<file path="config.mk">
export PLATFORM = sky130hd
export DESIGN_NAME = cpsr_reg
export DESIGN_NICKNAME = d
export VERILOG_FILES = /design/src/rtl/cpsr_reg_pkg.sv /design/src/rtl/cpsr_reg_flag_scoreboard.sv /design/src/rtl/cpsr_reg.sv
export SDC_FILE = /design/constraint.sdc
export NUM_CORES = 1
export LEC_CHECK = 0
export BUFFER_PORTS_ARGS = -buffer_cell sky130_fd_sc_hd__buf_2
export CORE_ASPECT_RATIO = 0.9
export CORE_MARGIN = 8
export CORE_UTILIZATION = 35
export CTS_CLUSTER_DIAMETER = 40
export DETAILED_ROUTE_END_ITERATION = 12
export PLACE_DENSITY = 0.75
export SYNTH_ARGS = -nofsm -noshare
export SYNTH_HDL_FRONTEND = slang
export SYNTH_HIERARCHICAL = 1
export SYNTH_SLANG_ARGS = --single-unit
export TNS_END_PERCENT = 50
</file>
<file path="constraint.sdc">
create_clock -name clk -period 2.4 [get_ports clk]
set_input_delay 0.12 -clock clk [delete_from_list [all_inputs] [get_ports clk]]
set_output_delay 0.12 -clock clk [all_outputs]
set_load 0.05 [all_outputs]
</file>
<file path="src/rtl/cpsr_reg_pkg.sv">
// Shared CPSR layout constants for the ARM core: flag bit positions,
// MSR field byte indices, control bit positions and the reset value.
package cpsr_reg_pkg;

  // Condition flag bit positions within the CPSR.
  localparam int CPSR_N = 31;
  localparam int CPSR_Z = 30;
  localparam int CPSR_C = 29;
  localparam int CPSR_V = 28;

  // Control bit positions; the mode field occupies [4:0].
  localparam int CPSR_I = 7;
  localparam int CPSR_F = 6;
  localparam int CPSR_T = 5;
  localparam int CPSR_M_HI = 4;

  // MSR field-mask bit index for each CPSR byte: f=[31:24] ... c=[7:0].
  localparam int FIELD_F = 3;
  localparam int FIELD_S = 2;
  localparam int FIELD_X = 1;
  localparam int FIELD_C = 0;

  localparam logic [4:0]  MODE_USR   = 5'b10000;
  localparam logic [31:0] CPSR_RESET = 32'h0000_00D3;

  // User mode may only touch the flags byte through MSR.
  function automatic logic [3:0] msr_byte_enables(input logic [3:0] field_mask,
                                                  input logic       user_mode);
    logic [3:0] en;
    en = field_mask;
    if (user_mode) begin
      en[FIELD_S] = 1'b0;
      en[FIELD_X] = 1'b0;
      en[FIELD_C] = 1'b0;
    end
    return en;
  endfunction

endpackage

</file>
<file path="src/rtl/cpsr_reg_flag_scoreboard.sv">
// Pending flag-writer counter. Tells issue logic whether an older
// flag-setting instruction has yet to write back, and records misuse.
//
// Claim/retire handshake: flag_claim is a one-cycle pulse per issued
// flag-setting instruction (issue must hold it low while claim_full=1);
// retire is a one-cycle pulse per ALU flag writeback. There is no ready
// signal: every pulse is consumed on the rising edge it is sampled.
// A claim while full or a retire while empty leaves the count alone and
// sets a sticky error bit that only reset clears. flush zeroes the count
// and takes priority over claim/retire in the same cycle.
module flag_scoreboard
  #(
    parameter int MAX_PENDING = 3,
    parameter int CW          = $clog2(MAX_PENDING + 1)
  )
  (
    input  logic clk,
    input  logic rst_n,
    input  logic claim,
    input  logic retire,
    input  logic flush,
    output logic flags_busy,
    output logic claim_full,
    output logic err_overflow,
    output logic err_underflow
  );

  localparam logic [CW-1:0] CNT_MAX = CW'(MAX_PENDING);

  logic [CW-1:0] count_q;
  logic [CW-1:0] count_d;
  logic          ovf_hit;
  logic          unf_hit;

  // Next count and boundary detection for this cycle's claim/retire/flush.
  always_comb begin
    count_d = count_q;
    ovf_hit = 1'b0;
    unf_hit = 1'b0;
    if (flush) begin
      count_d = '0;
    end else if (claim && !retire) begin
      if (count_q == CNT_MAX) ovf_hit = 1'b1;
      else                    count_d = count_q + 1'b1;
    end else if (retire && !claim) begin
      if (count_q == '0) unf_hit = 1'b1;
      else               count_d = count_q - 1'b1;
    end
  end

  // Counter, status flags (mirroring the new count) and sticky errors.
  always_ff @(posedge clk or negedge rst_n) begin
    if (!rst_n) begin
      count_q       <= '0;
      flags_busy    <= 1'b0;
      claim_full    <= 1'b0;
      err_overflow  <= 1'b0;
      err_underflow <= 1'b0;
    end else begin
      count_q       <= count_d;
      flags_busy    <= (count_d != '0);
      claim_full    <= (count_d == CNT_MAX);
      err_overflow  <= err_overflow  | ovf_hit;
      err_underflow <= err_underflow | unf_hit;
    end
  end

endmodule

</file>
<file path="src/rtl/cpsr_reg.sv">
// Architectural CPSR register: merges ALU flag writebacks and MSR writes,
// exposes a same-cycle bypass, and tracks pending flag writers.
module cpsr_reg
  import cpsr_reg_pkg::*;
  #(
    parameter int          MAX_PENDING = 3,
    parameter logic [31:0] RESET_CPSR  = 32'h0000_00D3
  )
  (
    input  logic        clk,
    input  logic        rst_n,
    input  logic        flag_claim,
    input  logic        flush,
    input  logic        alu_wr_en,
    input  logic [3:0]  alu_nzcv,
    input  logic [3:0]  alu_nzcv_mask,
    input  logic        msr_wr_en,
    input  logic [31:0] msr_data,
    input  logic [3:0]  msr_field_mask,
    output logic [31:0] cpsr_out,
    output logic [31:0] cpsr_next,
    output logic        flags_busy,
    output logic        claim_full,
    output logic        err_overflow,
    output logic        err_underflow
  );

  logic [31:0] cpsr_q;
  logic [3:0]  msr_en;
  logic        user_mode;
  logic        msr_owns_flags;

  assign user_mode = (cpsr_q[CPSR_M_HI:0] == MODE_USR);

  // Effective MSR byte enables after the user-mode restriction.
  always_comb begin
    msr_en = 4'b0000;
    if (msr_wr_en) msr_en = msr_byte_enables(msr_field_mask, user_mode);
    msr_owns_flags = msr_en[FIELD_F];
  end

  // Merge: ALU flags first (dropped if MSR rewrites the f byte), then MSR bytes.
  always_comb begin
    cpsr_next = cpsr_q;
    if (alu_wr_en && !msr_owns_flags) begin
      for (int i = 0; i < 4; i++) begin
        if (alu_nzcv_mask[i]) cpsr_next[CPSR_V + i] = alu_nzcv[i];
      end
    end
    for (int k = 0; k < 4; k++) begin
      if (msr_en[k]) cpsr_next[8*k +: 8] = msr_data[8*k +: 8];
    end
  end

  // Architectural register; a write becomes visible one edge later.
  always_ff @(posedge clk or negedge rst_n) begin
    if (!rst_n) cpsr_q <= RESET_CPSR;
    else        cpsr_q <= cpsr_next;
  end

  assign cpsr_out = cpsr_q;

  // A flushed ALU writeback still counts as a retire; flush zeroes the count anyway.
  flag_scoreboard #(.MAX_PENDING(MAX_PENDING)) u_scoreboard (
    .clk           (clk),
    .rst_n         (rst_n),
    .claim         (flag_claim),
    .retire        (alu_wr_en),
    .flush         (flush),
    .flags_busy    (flags_busy),
    .claim_full    (claim_full),
    .err_overflow  (err_overflow),
    .err_underflow (err_underflow)
  );

endmodule

</file>
==> results_tabular.tex <==
\begin{tabular}{lr}
\hline
Metric & Value \\
\hline
\multicolumn{2}{l}{\textbf{Detailed routing}} \\
Number of iterations in the first detailed-routing pass & 4 \\
Number of DRC markers after the initial detailed-route iteration & 60 \\
Final wirelength & 4879 um \\
Total vias in the final route & 1399 \\
ANT nets after route & 0 \\
Count of unresolved DRC violations after routing & 0 \\
Mean routed wirelength per cell & 16.00 um \\
Routed vias/inst & 4.587 \\
\multicolumn{2}{l}{\textbf{Place}} \\
Placer Congestion & 0.7816 \\
Port Buffers & 117 \\
Detailed-placement wirelength estimate & 3814 um \\
\multicolumn{2}{l}{\textbf{Critical path}} \\
Kind of start point of the critical path & register \\
Cell type group with the largest total delay on the critical path & flip-flops \\
Required time worst endpoint & 2.28 ns \\
CP bufs+invs & 2 \\
Start point of the critical path & cpsr\_out[4] \\
Crit path arrival time & 2.23 ns \\
Crit path to & cpsr\_next[9] \\
Type of the worst setup path & register to output port \\
Number of gates on the worst path with buffers counted & 5 \\
Cell-by-cell listing of the critical path & or4b\_4 > o211ai\_4 > buf\_12 > mux2\_2 > buf\_6 \\
Maximum single-stage delay on the critical path & 0.55 ns \\
Worst reg2reg path endpoint & cpsr\_out[9] \\
Slowest stage cell, crit path & dfstp\_2 \\
Reg-to-reg slack, setup & 0.50 ns \\
Critical Path End Type & output port \\
Critical-path maximum fanout & 8 \\
Depth of the most critical reg-to-reg path & 4 \\
Beginning of the worst register-to-register path & cpsr\_out[4] \\
\multicolumn{2}{l}{\textbf{Global routing}} \\
Global-route congestion overflow total & 0 \\
Global-route usage over all layers & 0.1377 \\
Via count of the first global-routing pass & 1521 \\
Largest net degree at the start of global routing & 39 \\
Global-route wire length before repair & 7493 um \\
Initial antenna violation count & 0 \\
\multicolumn{2}{l}{\textbf{Pwr}} \\
Total power per unit cell area & 938.1 nW/um2 \\
Tot Pwr & 2.333 mW \\
Maximum resistive drop on vdd & 466.4 uV \\
Total leakage power & 1.261 nW \\
\multicolumn{2}{l}{\textbf{Min path}} \\
Type of the tightest min-delay check & primary input to register \\
Start point of the worst min-delay path & msr\_data[24] \\
\multicolumn{2}{l}{\textbf{STA}} \\
Max-Slew Margin vs Limit & 0.4492 \\
Finish-stage setup viols & 0 \\
Final Slew Violations & 0 \\
Transition time at the pin with the least slew margin & 0.8261 ns \\
Final count of hold timing violations & 0 \\
Highest Clock Rate & 0.4264 GHz \\
WHS & 0.07836 ns \\
Final period demand of the worst path & 2.345 ns \\
RSZ-0062 raised after global routing & yes \\
Final period utilization & 0.9771 \\
Setup skew after layout & 0.007911 ns \\
\multicolumn{2}{l}{\textbf{Die}} \\
Core Area & 4432 um2 \\
Starting density of the core & 0.3617 \\
Die height & 80.20 um \\
Top-level port count & 118 \\
Die X-Extent & 87.33 um \\
Die Outline Area & 7004 um2 \\
Row Count & 23 \\
\multicolumn{2}{l}{\textbf{Cells and area}} \\
Final core utilization & 0.5613 \\
Commonest cells after routing, fill and taps aside & buf\_2 (101), dfrtp\_1 (33), mux2\_2 (24), buf\_6 (16) \\
Fillcell total & 387 \\
Net count, final & 293 \\
Most common cell after layout, fill and taps aside & buf\_2 \\
ANT cells & 0 \\
Layout cell share with drive strength beyond 1 & 0.6790 \\
Area of combinational cells with multiple inputs & 629.4 um2 \\
Layout Area Growth over Synthesis & 55.19\% \\
Area used by sequential logic in the layout & 957.2 um2 \\
\multicolumn{2}{l}{\textbf{Synthesis}} \\
Cell variety after synth & 31 \\
Synth Area per Inst & 13.47 um2 \\
Mapped cell area & 1603 um2 \\
Synthesis Warnings & 6 \\
Net count after synthesis & 169 \\
Number of instances in the synthesized netlist & 119 \\
Dominant cells by area after synthesis & dfrtp\_1 (52\%), mux2\_2 (16\%), dfstp\_2 (8.2\%) \\
Portion of the post-synthesis area used by sequential elements & 0.5972 \\
Portion of synthesized cell area occupied by the leading cell type & 0.5152 \\
Post-synthesis sequential element count & 38 \\
Synth area leader & dfrtp\_1 \\
\multicolumn{2}{l}{\textbf{CTS}} \\
Sink count of the clock tree & 38 \\
Skew-Pair Late Insertion Delay & 0.29 ns \\
CTS buffer count & 5 \\
H-Tree Depth & 2 \\
Clock Pin Slew Worst Setup and Hold Paths & 0.07 ns \\
Buffers from clock root to sink, at most & 2 \\
Clock tree from TritonCTS & yes \\
Clock root buffer & clkbuf\_8 \\
\multicolumn{2}{l}{\textbf{Job}} \\
Max Cap Violations & 0 \\
\multicolumn{2}{l}{\textbf{Outcome}} \\
Result of the run & finished clean \\
\hline
\end{tabular}
## flip-flops by register name, summed over array words and instances (netlist names)
register and cells:
cpsr_out 32, u_scoreboard/claim_full 1, u_scoreboard/err_underflow 1, u_scoreboard/count_q 2
u_scoreboard/flags_busy 1, u_scoreboard/err_overflow 1
## through the flow
step	setup WS (ns)	instances	setup TNS, ns	cell area, um2
4_1_cts	0.004778	305	0	2427
5_1_grt	-0.01712	305	-0.03825	2487
3_3_place_gp	0.1652	294	0	2250
2_1_floorplan	-0.1237	119	-0.2473	1603
3_5_place_dp	0.1389	294	0	2250
6_report	0.05490	305	0	2487
## where the power goes
group | total (mW) | switching (mW) | leakage, nW | internal (mW)
Clock | 0.404 | 0.205 | 0.0383 | 0.200
Sequential | 0.798 | 0.0568 | 0.446 | 0.741
Combinational | 1.13 | 0.830 | 0.777 | 0.301
## metal layers
layer	vias to the layer above	track usage	routed length (um)
met1	654	0.1530	1923
met4	0	0.05660	74
met5	-	0	0
met2	67	0.2360	2451
met3	7	0.04689	430
li1	671	-	-
## kinds of logic after synthesis
family / share of synthesized area
AO/OA/AOI/OAI: 0.09679
buffers and inverters: 0.01248
flip-flops: 0.5972
multiplexers: 0.1936
AND/OR/NAND/NOR: 0.09992
## worst min-delay path by stage
stage                         endpoint  slack (ns)  cells after the start
3_3_place_gp              cpsr_out[28]        0.27                      1
5_1_grt        u_scoreboard/count_q[0]        0.07                      2
6_report                  cpsr_out[24]        0.08                      2
2_1_floorplan             cpsr_out[10]       -0.18                      0
4_1_cts                   cpsr_out[15]        0.07                      2
3_5_place_dp              cpsr_out[28]        0.27                      1
## layout make-up
type | instances | share of cell area
timing repair buffer | 121 | 0.2988
inverter | 1 | 0.001509
tap | 62 | 0.03119
clock buffer | 7 | 0.03068
sequential | 38 | 0.3848
multi-input combinational | 76 | 0.2530
## cells in the mapped netlist (all sizes together)
master,number
o211ai,2
buf,1
dfstp,5
nand2b,2
mux2,24
o21ai,4
a21oi,5
nand3,2
dfrtp,33
nor2b,1
clkbuf,3
nor2,10
a21o,1
a41o,1
o21bai,1
a211oi,1
or4b,1
and2b,1
o22a,1
inv,1
a31oi,1
nor3,1
a221oi,1
nand2,10
nor4b,2
mux2i,4
## timing repair
action	4_1_cts	5_1_grt
hold buffers	1	0
setup endpoints to repair	20	20
resized for setup	17	17
buffers inserted	3	0
endpoints found under the hold margin	33	0
pin swaps	2	2
Power figures use the tool's default switching activity.
